==> config.mk <==
export PLATFORM = sky130hd
export DESIGN_NAME = note_sequencer
export DESIGN_NICKNAME = d
export VERILOG_FILES = /design/src/rtl/note_sequencer.sv
export SDC_FILE = /design/constraint.sdc
export NUM_CORES = 1
export LEC_CHECK = 0
export ABC_AREA = 1
export BUFFER_PORTS_ARGS = -buffer_cell sky130_fd_sc_hd__buf_2
export CORE_ASPECT_RATIO = 0.5
export CORE_MARGIN = 8
export CORE_UTILIZATION = 60
export CTS_CLUSTER_DIAMETER = 120
export DETAILED_ROUTE_END_ITERATION = 8
export GPL_TIMING_DRIVEN = 0
export PLACE_DENSITY = 0.86
export RECOVER_POWER = 100
export SYNTH_ARGS = -nofsm -noshare
export SYNTH_HDL_FRONTEND = slang
export SYNTH_SLANG_ARGS = --single-unit
==> constraint.sdc <==
create_clock -name clock -period 4 [get_ports clock]
set_input_delay 0.4 -clock clock [delete_from_list [all_inputs] [get_ports clock]]
set_output_delay 0.4 -clock clock [all_outputs]
set_load 0.1 [all_outputs]
==> src/rtl/note_sequencer.sv <==
// Eight-step note sequencer: plays an 8 x 4-bit pattern of note codes, one step every BEAT_TICKS cycles.
// Define SEQ_LOOP_EN to loop the pattern forever; when it is undefined, one pass plays and then done pulses.
module note_sequencer #(
    parameter int unsigned BEAT_TICKS = 50000000,
    parameter int          TONE_W     = 26
) (
    input  logic              clock,
    input  logic              RST,
    input  logic              start,
    input  logic              stop,
    input  logic              wr_en,
    input  logic [2:0]        wr_addr,
    input  logic [3:0]        wr_note,
    output logic [TONE_W-1:0] half_period,
    output logic              tone_en,
    output logic [2:0]        step_idx,
    output logic              step_strobe,
    output logic [7:0]        note_onehot,
    output logic              busy,
    output logic              done
);

    typedef enum logic [1:0] {IDLE, FETCH, PLAY} state_t;

    localparam logic [31:0] PLAY_LAST = 32'(BEAT_TICKS - 2);

    state_t      state, state_nxt;
    logic [2:0]  ptr;
    logic [31:0] beat_cnt;
    logic [3:0]  pattern [8];
    logic [3:0]  cur_note;
    logic        beat_end, wrap_end;
    logic        fetch_load, done_set, silence;

    function automatic logic [TONE_W-1:0] tone_of(input logic [3:0] c);
        case (c)
            4'd1:    tone_of = TONE_W'(305810);
            4'd2:    tone_of = TONE_W'(272479);
            4'd3:    tone_of = TONE_W'(242718);
            4'd4:    tone_of = TONE_W'(229042);
            4'd5:    tone_of = TONE_W'(204081);
            4'd6:    tone_of = TONE_W'(181818);
            4'd7:    tone_of = TONE_W'(161969);
            4'd8:    tone_of = TONE_W'(152905);
            default: tone_of = '0;
        endcase
    endfunction

    function automatic logic is_note(input logic [3:0] c);
        is_note = (c >= 4'd1) && (c <= 4'd8);
    endfunction

    assign cur_note = pattern[ptr];
    assign beat_end = (state == PLAY) && (beat_cnt == PLAY_LAST);

`ifdef SEQ_LOOP_EN
    assign wrap_end = 1'b0;
`else
    // The FETCH slot after step 7 ends the pass, so step 7 sounds a full beat before done.
    logic fin;
    always_ff @(posedge clock or posedge RST) begin
        if (RST) fin <= 1'b0;
        else     fin <= beat_end && (ptr == 3'd7) && !stop && !start;
    end
    assign wrap_end = fin && (state == FETCH);
`endif

    always_ff @(posedge clock or posedge RST) begin
        if (RST) state <= IDLE;
        else     state <= state_nxt;
    end

    always_comb begin
        state_nxt = state;
        if (stop)       state_nxt = IDLE;
        else if (start) state_nxt = FETCH;
        else begin
            case (state)
                FETCH:   state_nxt = wrap_end ? IDLE : PLAY;
                PLAY:    if (beat_end) state_nxt = FETCH;
                default: state_nxt = state;
            endcase
        end
    end

    always_comb begin
        busy       = (state != IDLE);
        fetch_load = (state == FETCH) && !wrap_end && !stop && !start;
        done_set   = wrap_end && !stop && !start;
        silence    = stop || done_set;
    end

    always_ff @(posedge clock or posedge RST) begin
        if (RST) begin
            ptr         <= '0;
            beat_cnt    <= '0;
            half_period <= '0;
            tone_en     <= 1'b0;
            step_idx    <= '0;
            step_strobe <= 1'b0;
            note_onehot <= '0;
            done        <= 1'b0;
        end else begin
            beat_cnt    <= (state == PLAY) ? beat_cnt + 32'd1 : '0;
            step_strobe <= fetch_load;
            done        <= done_set;
            if (start && !stop)
                ptr <= '0;
            else if (beat_end && !stop)
                ptr <= ptr + 3'd1;
            if (fetch_load) begin
                half_period <= tone_of(cur_note);
                tone_en     <= is_note(cur_note);
                note_onehot <= is_note(cur_note) ? (8'h80 >> (cur_note - 4'd1)) : 8'h00;
                step_idx    <= ptr;
            end else if (silence) begin
                half_period <= '0;
                tone_en     <= 1'b0;
                note_onehot <= '0;
            end
        end
    end

    // A write landing on the slot being fetched is seen only on that slot's next fetch.
    always_ff @(posedge clock or posedge RST) begin
        if (RST) begin
            for (int i = 0; i < 8; i++) pattern[i] <= 4'(i + 1);
        end else if (wr_en) begin
            pattern[wr_addr] <= wr_note;
        end
    end

endmodule
==> metrics.cfg, run 1 <==
[run_status]
run_status=complete, but fails checks
failed_checks=capacitance limit, slew limit

[route]
drtIter0Drc=375
antenna_left=0
routed_wl_um=13500
vias=4945
drc=0
detail_route.first_pass.iterations=6
route.detailed.wl_per_inst_um=14.8
avgViaCountPerCell=5.42

[synth]
synth_async_sr_flop_share_pct=100
synthesis.instances=724
post_synth_main_area_contributors=sky130_fd_sc_hd__dfrtp_1 40%, sky130_fd_sc_hd__nand2_1 13%, sky130_fd_sc_hd__inv_1 6.2%
synthesis_stage_register_bit_count=103
synth-edff-count=0
synthesis.area_um2=5620
proportion_of_netlist_area_held_by_the_largest_area_contributor_pct=40.1
ys_types=38
sequential_cell_area_fraction_in_the_yosys_report_pct=46.1
synth_most_common_cell=sky130_fd_sc_hd__nand2_1
synth_largest_area_cell=sky130_fd_sc_hd__dfrtp_1
average_footprint_of_a_synthesized_cell_um2=7.76
synth.yosys.warnings=0
postSynth.topFlopCell=sky130_fd_sc_hd__dfrtp_1
synth_top_cells_by_count=192 x sky130_fd_sc_hd__nand2_1, 93 x sky130_fd_sc_hd__inv_1, 90 x sky130_fd_sc_hd__dfrtp_1

[cts]
numClockSinks=103
cts_setup_buffers=0
cts_tree=yes
cts-root-buf=sky130_fd_sc_hd__clkbuf_16
tritoncts.num_buffers=9
postCtsHoldBufs=0
clock_tree.htree_level_count=3
clk_path_buf_depth=2
clkSlewWorstSetupHoldPaths_ps=70
cts_resized=0
clkLatencyLatePin_ps=350

[power_and_ir_drop]
power_per_cell_area_nw_per_um2=414
power.static_leakage_uw=0.00295
peakVddDrop_uv=233

[timing]
worst_slack_ps=1170
post-route-period-util_pct=70.8
skew_ps=7.00
slew-limit-headroom_pct=-22.2
setup_repair_after_global_routing_missed_its_margin=false
fin_worst_hold_slack_ps=257
post-route-min-period_ps=2830
hold_violations=0
setup_violations=0
report.final.slew_viol_count=79
max_slew.worst_pin.slew_ps=1830
highest_clock_rate_mhz=353

[min_path]
min-delay-path-class=in2async

[floorplan]
placeableCoreArea_um2=9260
initial_core_util_pct=60.7
top_level_ports=53
row_count=25
fp.dieW_um=153
dieArea_um2=12900
chipHeight_um=84.4

[worst_setup_path]
critical_path.startpoint_type=flop
critPathRequiredTime_ps=4240
worst_ep_arrival_time_ps=3080
end_kind=flop
path_class=reg2reg
critical_path.max_fanout=10

[place]
pre_cts_slack_ps=1680
number_of_port_buffers=45
globalplace.congestion=0.958
post-dp-hpwl_um=10000

[finish]
post_route_cells_drive_above_1_share_pct=8.71
num-nets-final=816
final_core_utilization_pct=66.8
synthToLayoutAreaGrowth_pct=10.1
antenna_cells_inserted=0
fillers=805

[flow_run]
maxCapViolations=1

[global_routing]
grt_pass1_wl_um=22300
antenna_found_initial=0
gr-usage-all-layers_pct=21.3
vias_in_the_first_global_route=4623
grt_max_degree=79
overflow=0

==> flip-flops by register name, summed over array words and instances, names as in the netlist <==
signal and count:
step_strobe 1, pattern 32, beat_cnt 32, tone_en 1, fin 1, done 1
state 2, half_period 19, note_onehot 8, step_idx 3, ptr 3
==> through the flow <==
step	cells	power, µW	TNS, ps	area (µm²)
CTS	913	2590	0	6320
global placement	896	1760	-10130	6020
floorplan	730	1660	0	5640
global route	913	2680	0	6190
detailed placement	897	1790	0	6050
finish	913	2560	0	6190
==> critical path, stage by stage, from the launching register on <==
cell	delay, ps
sky130_fd_sc_hd__dfrtp_1	460
sky130_fd_sc_hd__inv_1	160
sky130_fd_sc_hd__clkbuf_1	440
sky130_fd_sc_hd__nand2_1	140
sky130_fd_sc_hd__nand3_1	110
sky130_fd_sc_hd__nand3_1	100
sky130_fd_sc_hd__nand2_1	310
sky130_fd_sc_hd__ha_1	280
sky130_fd_sc_hd__ha_1	240
sky130_fd_sc_hd__clkbuf_1	190
sky130_fd_sc_hd__nand2_1	110
sky130_fd_sc_hd__inv_1	40
sky130_fd_sc_hd__nand3_1	80
sky130_fd_sc_hd__nand2_1	60
==> final cells by class <==
class / instances / area (µm²) / area share, %
inverter: 99 / 373 / 6.03
tap: 121 / 151 / 2.45
timing repair buffer: 46 / 185 / 2.99
clock inverter: 5 / 36.3 / 0.586
sequential: 103 / 2590 / 41.9
multi-input combinational: 507 / 2490 / 40.2
clock buffer: 11 / 233 / 3.76
buffer: 21 / 126 / 2.04
==> where the power goes <==
group          internal [µW]  total (µW)  switching, µW  leakage, µW
Sequential              1140        1190           46.3      0.00136
Combinational            126         569            444      0.00145
Clock                    423         804            381     0.000133
==> layout by cell type (no fill, tap or decap), types with 11 or more instances in the layout <==
cell type / synthesis / layout
sky130_fd_sc_hd__ha_1: 17 / 17
sky130_fd_sc_hd__o21ai_0: 55 / 60
sky130_fd_sc_hd__nand2_1: 192 / 195
sky130_fd_sc_hd__nand3_1: 51 / 54
sky130_fd_sc_hd__nor2_1: 65 / 71
sky130_fd_sc_hd__clkbuf_1: 7 / 47
sky130_fd_sc_hd__a21oi_1: 11 / 11
sky130_fd_sc_hd__buf_2: 2 / 11
sky130_fd_sc_hd__inv_1: 93 / 95
sky130_fd_sc_hd__nor3_1: 23 / 24
sky130_fd_sc_hd__nand4_1: 22 / 22
sky130_fd_sc_hd__dfstp_2: 13 / 13
sky130_fd_sc_hd__dfrtp_1: 90 / 90
==> cells by family (layout without fill, tap and decap cells) <==
| family | after synthesis | in the layout | share of synthesized area, % |
|---|---|---|---|
| compound gates | 83 | 83 | 8.04 |
| xor+xnor | 11 | 11 | 1.71 |
| fa+ha+maj | 17 | 17 | 3.78 |
| buf+inv | 120 | 182 | 9.02 |
| flops | 103 | 103 | 46.1 |
| other cells | 1 | 7 | 0.0667 |
| simple gates | 389 | 389 | 31.2 |
==> metal layers <==
metal	vias to the layer above	part of all wire [%]	GRT usage, %
met5	-	0	0
met4	0	1.9	7.84
met3	26	6.3	5.58
met2	155	47	35.4
met1	2329	44	26.4
li1	2435	-	-
==> worst paths after layout <==
| kind | from | endpoint | slack (ps) | cells past startpoint |
|---|---|---|---|---|
| hold / removal | RST | done$_DFF_PP0_ | 260 | 2 |
| setup reg to reg | ptr[0]$_DFFE_PP0P_ | note_onehot[4]$_DFFE_PP0P_ | 1170 | 13 |
| setup / recovery | ptr[0]$_DFFE_PP0P_ | note_onehot[4]$_DFFE_PP0P_ | 1170 | 13 |
| hold reg to reg | half_period[6]$_DFFE_PP0P_ | half_period[6]$_DFFE_PP0P_ | 480 | 2 |
| min in group clock | wr_note[1] | pattern[1]$_DFFE_PP0P_ | 270 | 3 |
| max in group asynchronous | RST | pattern[29]$_DFFE_PP0P_ | 1450 | 3 |
(Power assumes the default switching activity.)
==> run 2, diff against run 1 <==
==> constraint.sdc (replaced) <==
create_clock -name clock -period 2.85 [get_ports clock]
set_input_delay 0.285 -clock clock [delete_from_list [all_inputs] [get_ports clock]]
set_output_delay 0.285 -clock clock [all_outputs]
set_load 0.1 [all_outputs]
==> metrics.cfg, run 2 (same netlist as run 1, synthesis figures left out) <==
[worst_setup_path]
end_kind=flop  ; unchanged
worst_ep_arrival_time_ps=2700  ; was 3080 ps
reg2reg_slack_ps=430  ; was 1170 ps
path_class=reg2reg  ; unchanged
critical_path.startpoint_type=flop  ; unchanged
crit-reg2reg-launch=ptr[0]$_DFFE_PP0P_  ; unchanged
worst_r2r_path_depth=13  ; unchanged
reg2reg_to=note_onehot[5]$_DFFE_PP0P_  ; was note_onehot[4]$_DFFE_PP0P_
critical_path.max_fanout=10  ; unchanged
critPathRequiredTime_ps=3140  ; was 4240 ps
timing.critical_path.from=ptr[0]$_DFFE_PP0P_  ; unchanged

[global_routing]
gr-usage-all-layers_pct=21.5  ; was 21.3%
antenna_found_initial=0  ; unchanged
overflow=0  ; unchanged
grt_max_degree=29  ; was 79
grt_pass1_wl_um=23000  ; was 22300 µm
vias_in_the_first_global_route=4692  ; was 4623

[route]
detail_route.first_pass.iterations=5  ; was 6
routed_wl_um=13500  ; about the same
drc=0  ; unchanged
avgViaCountPerCell=5.42  ; about the same
route.detailed.wl_per_inst_um=14.8  ; about the same
vias=4961  ; was 4945
antenna_left=0  ; unchanged
drtIter0Drc=487  ; was 375

[timing]
skew_ps=13.4  ; was 7.00 ps
highest_clock_rate_mhz=414  ; was 353 MHz
setup_repair_after_global_routing_missed_its_margin=false  ; unchanged
hold_violations=0  ; unchanged
post-route-min-period_ps=2420  ; was 2830 ps
setup_violations=0  ; unchanged
slew-limit-headroom_pct=2.19  ; was -22.2%
final.setup.tns_ps=0  ; unchanged
report.final.slew_viol_count=0  ; was 79
post-route-period-util_pct=84.8  ; was 70.8%
max_slew.worst_pin.slew_ps=1470  ; was 1830 ps

[place]
globalplace.congestion=0.963  ; was 0.958
number_of_port_buffers=45  ; unchanged
post-dp-hpwl_um=10200  ; was 10000 µm

[cts]
postCtsHoldBufs=0  ; unchanged
tritoncts.num_buffers=9  ; unchanged
cts_setup_buffers=0  ; unchanged
clk_path_buf_depth=2  ; unchanged
clkLatencyLatePin_ps=350  ; about the same
cts_tree=yes  ; unchanged
clkSlewWorstSetupHoldPaths_ps=70  ; about the same
cts-root-buf=sky130_fd_sc_hd__clkbuf_16  ; unchanged
cts_resized=0  ; unchanged
numClockSinks=103  ; unchanged
clock_tree.htree_level_count=3  ; unchanged

[finish]
num-nets-final=818  ; was 816
commonest_cells_after_routing_fill_and_taps_aside=194 x sky130_fd_sc_hd__nand2_1, 95 x sky130_fd_sc_hd__inv_1, 90 x sky130_fd_sc_hd__dfrtp_1, 68 x sky130_fd_sc_hd__nor2_1, 60 x sky130_fd_sc_hd__o21ai_0  ; was 195 x sky130_fd_sc_hd__nand2_1, 95 x sky130_fd_sc_hd__inv_1, 90 x sky130_fd_sc_hd__dfrtp_1, 71 x sky130_fd_sc_hd__nor2_1, 60 x sky130_fd_sc_hd__o21ai_0
layout.cells.most_common=sky130_fd_sc_hd__nand2_1  ; unchanged
synthToLayoutAreaGrowth_pct=12.0  ; was 10.1%
antenna_cells_inserted=0  ; unchanged
layout_top_registers=beat_cnt: 32 flops, pattern: 32 flops, half_period: 19 flops  ; unchanged
fillers=788  ; was 805
post_route_cells_drive_above_1_share_pct=9.95  ; was 8.71%

[power_and_ir_drop]
peakVddDrop_uv=341  ; was 233 µV
power_per_cell_area_nw_per_um2=591  ; was 414 nW/µm²
power.static_leakage_uw=0.00298  ; was 0.00295 µW
power.total_uw=3720  ; was 2560 µW

[floorplan]
placeableCoreArea_um2=9260  ; unchanged
dieArea_um2=12900  ; unchanged
chipHeight_um=84.4  ; unchanged
row_count=25  ; unchanged
initial_core_util_pct=60.7  ; unchanged
top_level_ports=53  ; unchanged
fp.dieW_um=153  ; unchanged

[run_status]
run_status=finished, final reports clean  ; was complete, but fails checks

[min_path]
min-delay-path-class=in2async  ; unchanged

[flow_run]
maxCapViolations=0  ; was 1

[run 2: worst max path at each step]
stage                                            end  slack, ps  cells past startpoint
after floorplan           note_onehot[0]$_DFFE_PP0P_        890                     11
after global placement    note_onehot[6]$_DFFE_PP0P_        570                     13
after detailed placement  note_onehot[3]$_DFFE_PP0P_        540                     12
after CTS                 note_onehot[5]$_DFFE_PP0P_        510                     13
after global routing      note_onehot[4]$_DFFE_PP0P_        150                     13
final                     note_onehot[5]$_DFFE_PP0P_        430                     13
[run 2: layout make-up]
type	instances	area (µm²)	share of cell area, %
Sequential cell	103	2590	41.2
Multi-Input combinational cell	507	2520	40.0
Inverter	99	373	5.92
Clock buffer	11	243	3.86
Timing Repair Buffer	48	224	3.56
Tap cell	121	151	2.40
Buffer	21	134	2.13
Clock inverter	5	57.6	0.914
[run 2: stage by stage]
stage / hold WS [ps] / util, % / cell area [µm²] / cells / setup WS, ps
2_1_floorplan: 356 / - / 5650 / 730 / 889
3_3_place_gp: 458 / 65.1 / 6020 / 896 / 567
3_5_place_dp: 369 / 65.7 / 6080 / 899 / 535
5_1_grt: 177 / 68.0 / 6300 / 915 / 155
4_1_cts: 7.42 / 68.9 / 6380 / 915 / 514
6_report: 120 / 68.0 / 6300 / 915 / 432
[run 2: worst max-delay path, stage by stage, from the launching register on]
cell and delay [ps]:
sky130_fd_sc_hd__dfrtp_1 470, sky130_fd_sc_hd__inv_1 150, sky130_fd_sc_hd__buf_6 170, sky130_fd_sc_hd__nand2_1 60, sky130_fd_sc_hd__nand3_1 60, sky130_fd_sc_hd__nand3_1 140
sky130_fd_sc_hd__nand2_2 160, sky130_fd_sc_hd__ha_1 280, sky130_fd_sc_hd__ha_1 310, sky130_fd_sc_hd__clkbuf_1 270, sky130_fd_sc_hd__nand2_1 90, sky130_fd_sc_hd__inv_1 60
sky130_fd_sc_hd__nand3_1 70, sky130_fd_sc_hd__nand2_1 60
[run 2: power breakdown]
group,switching [µW],internal [µW]
clock network,536,707
logic,623,184
registers,66.6,1600
[run 2: layer usage]
layer  vias to the layer above  GRT usage, %  share of wire (%)
met5                         -             0                  0
met4                         0          5.79                1.5
met3                        24          4.76                5.8
met2                       178          35.3                 47
met1                      2322          28.3                 46
li1                       2437             -                  -
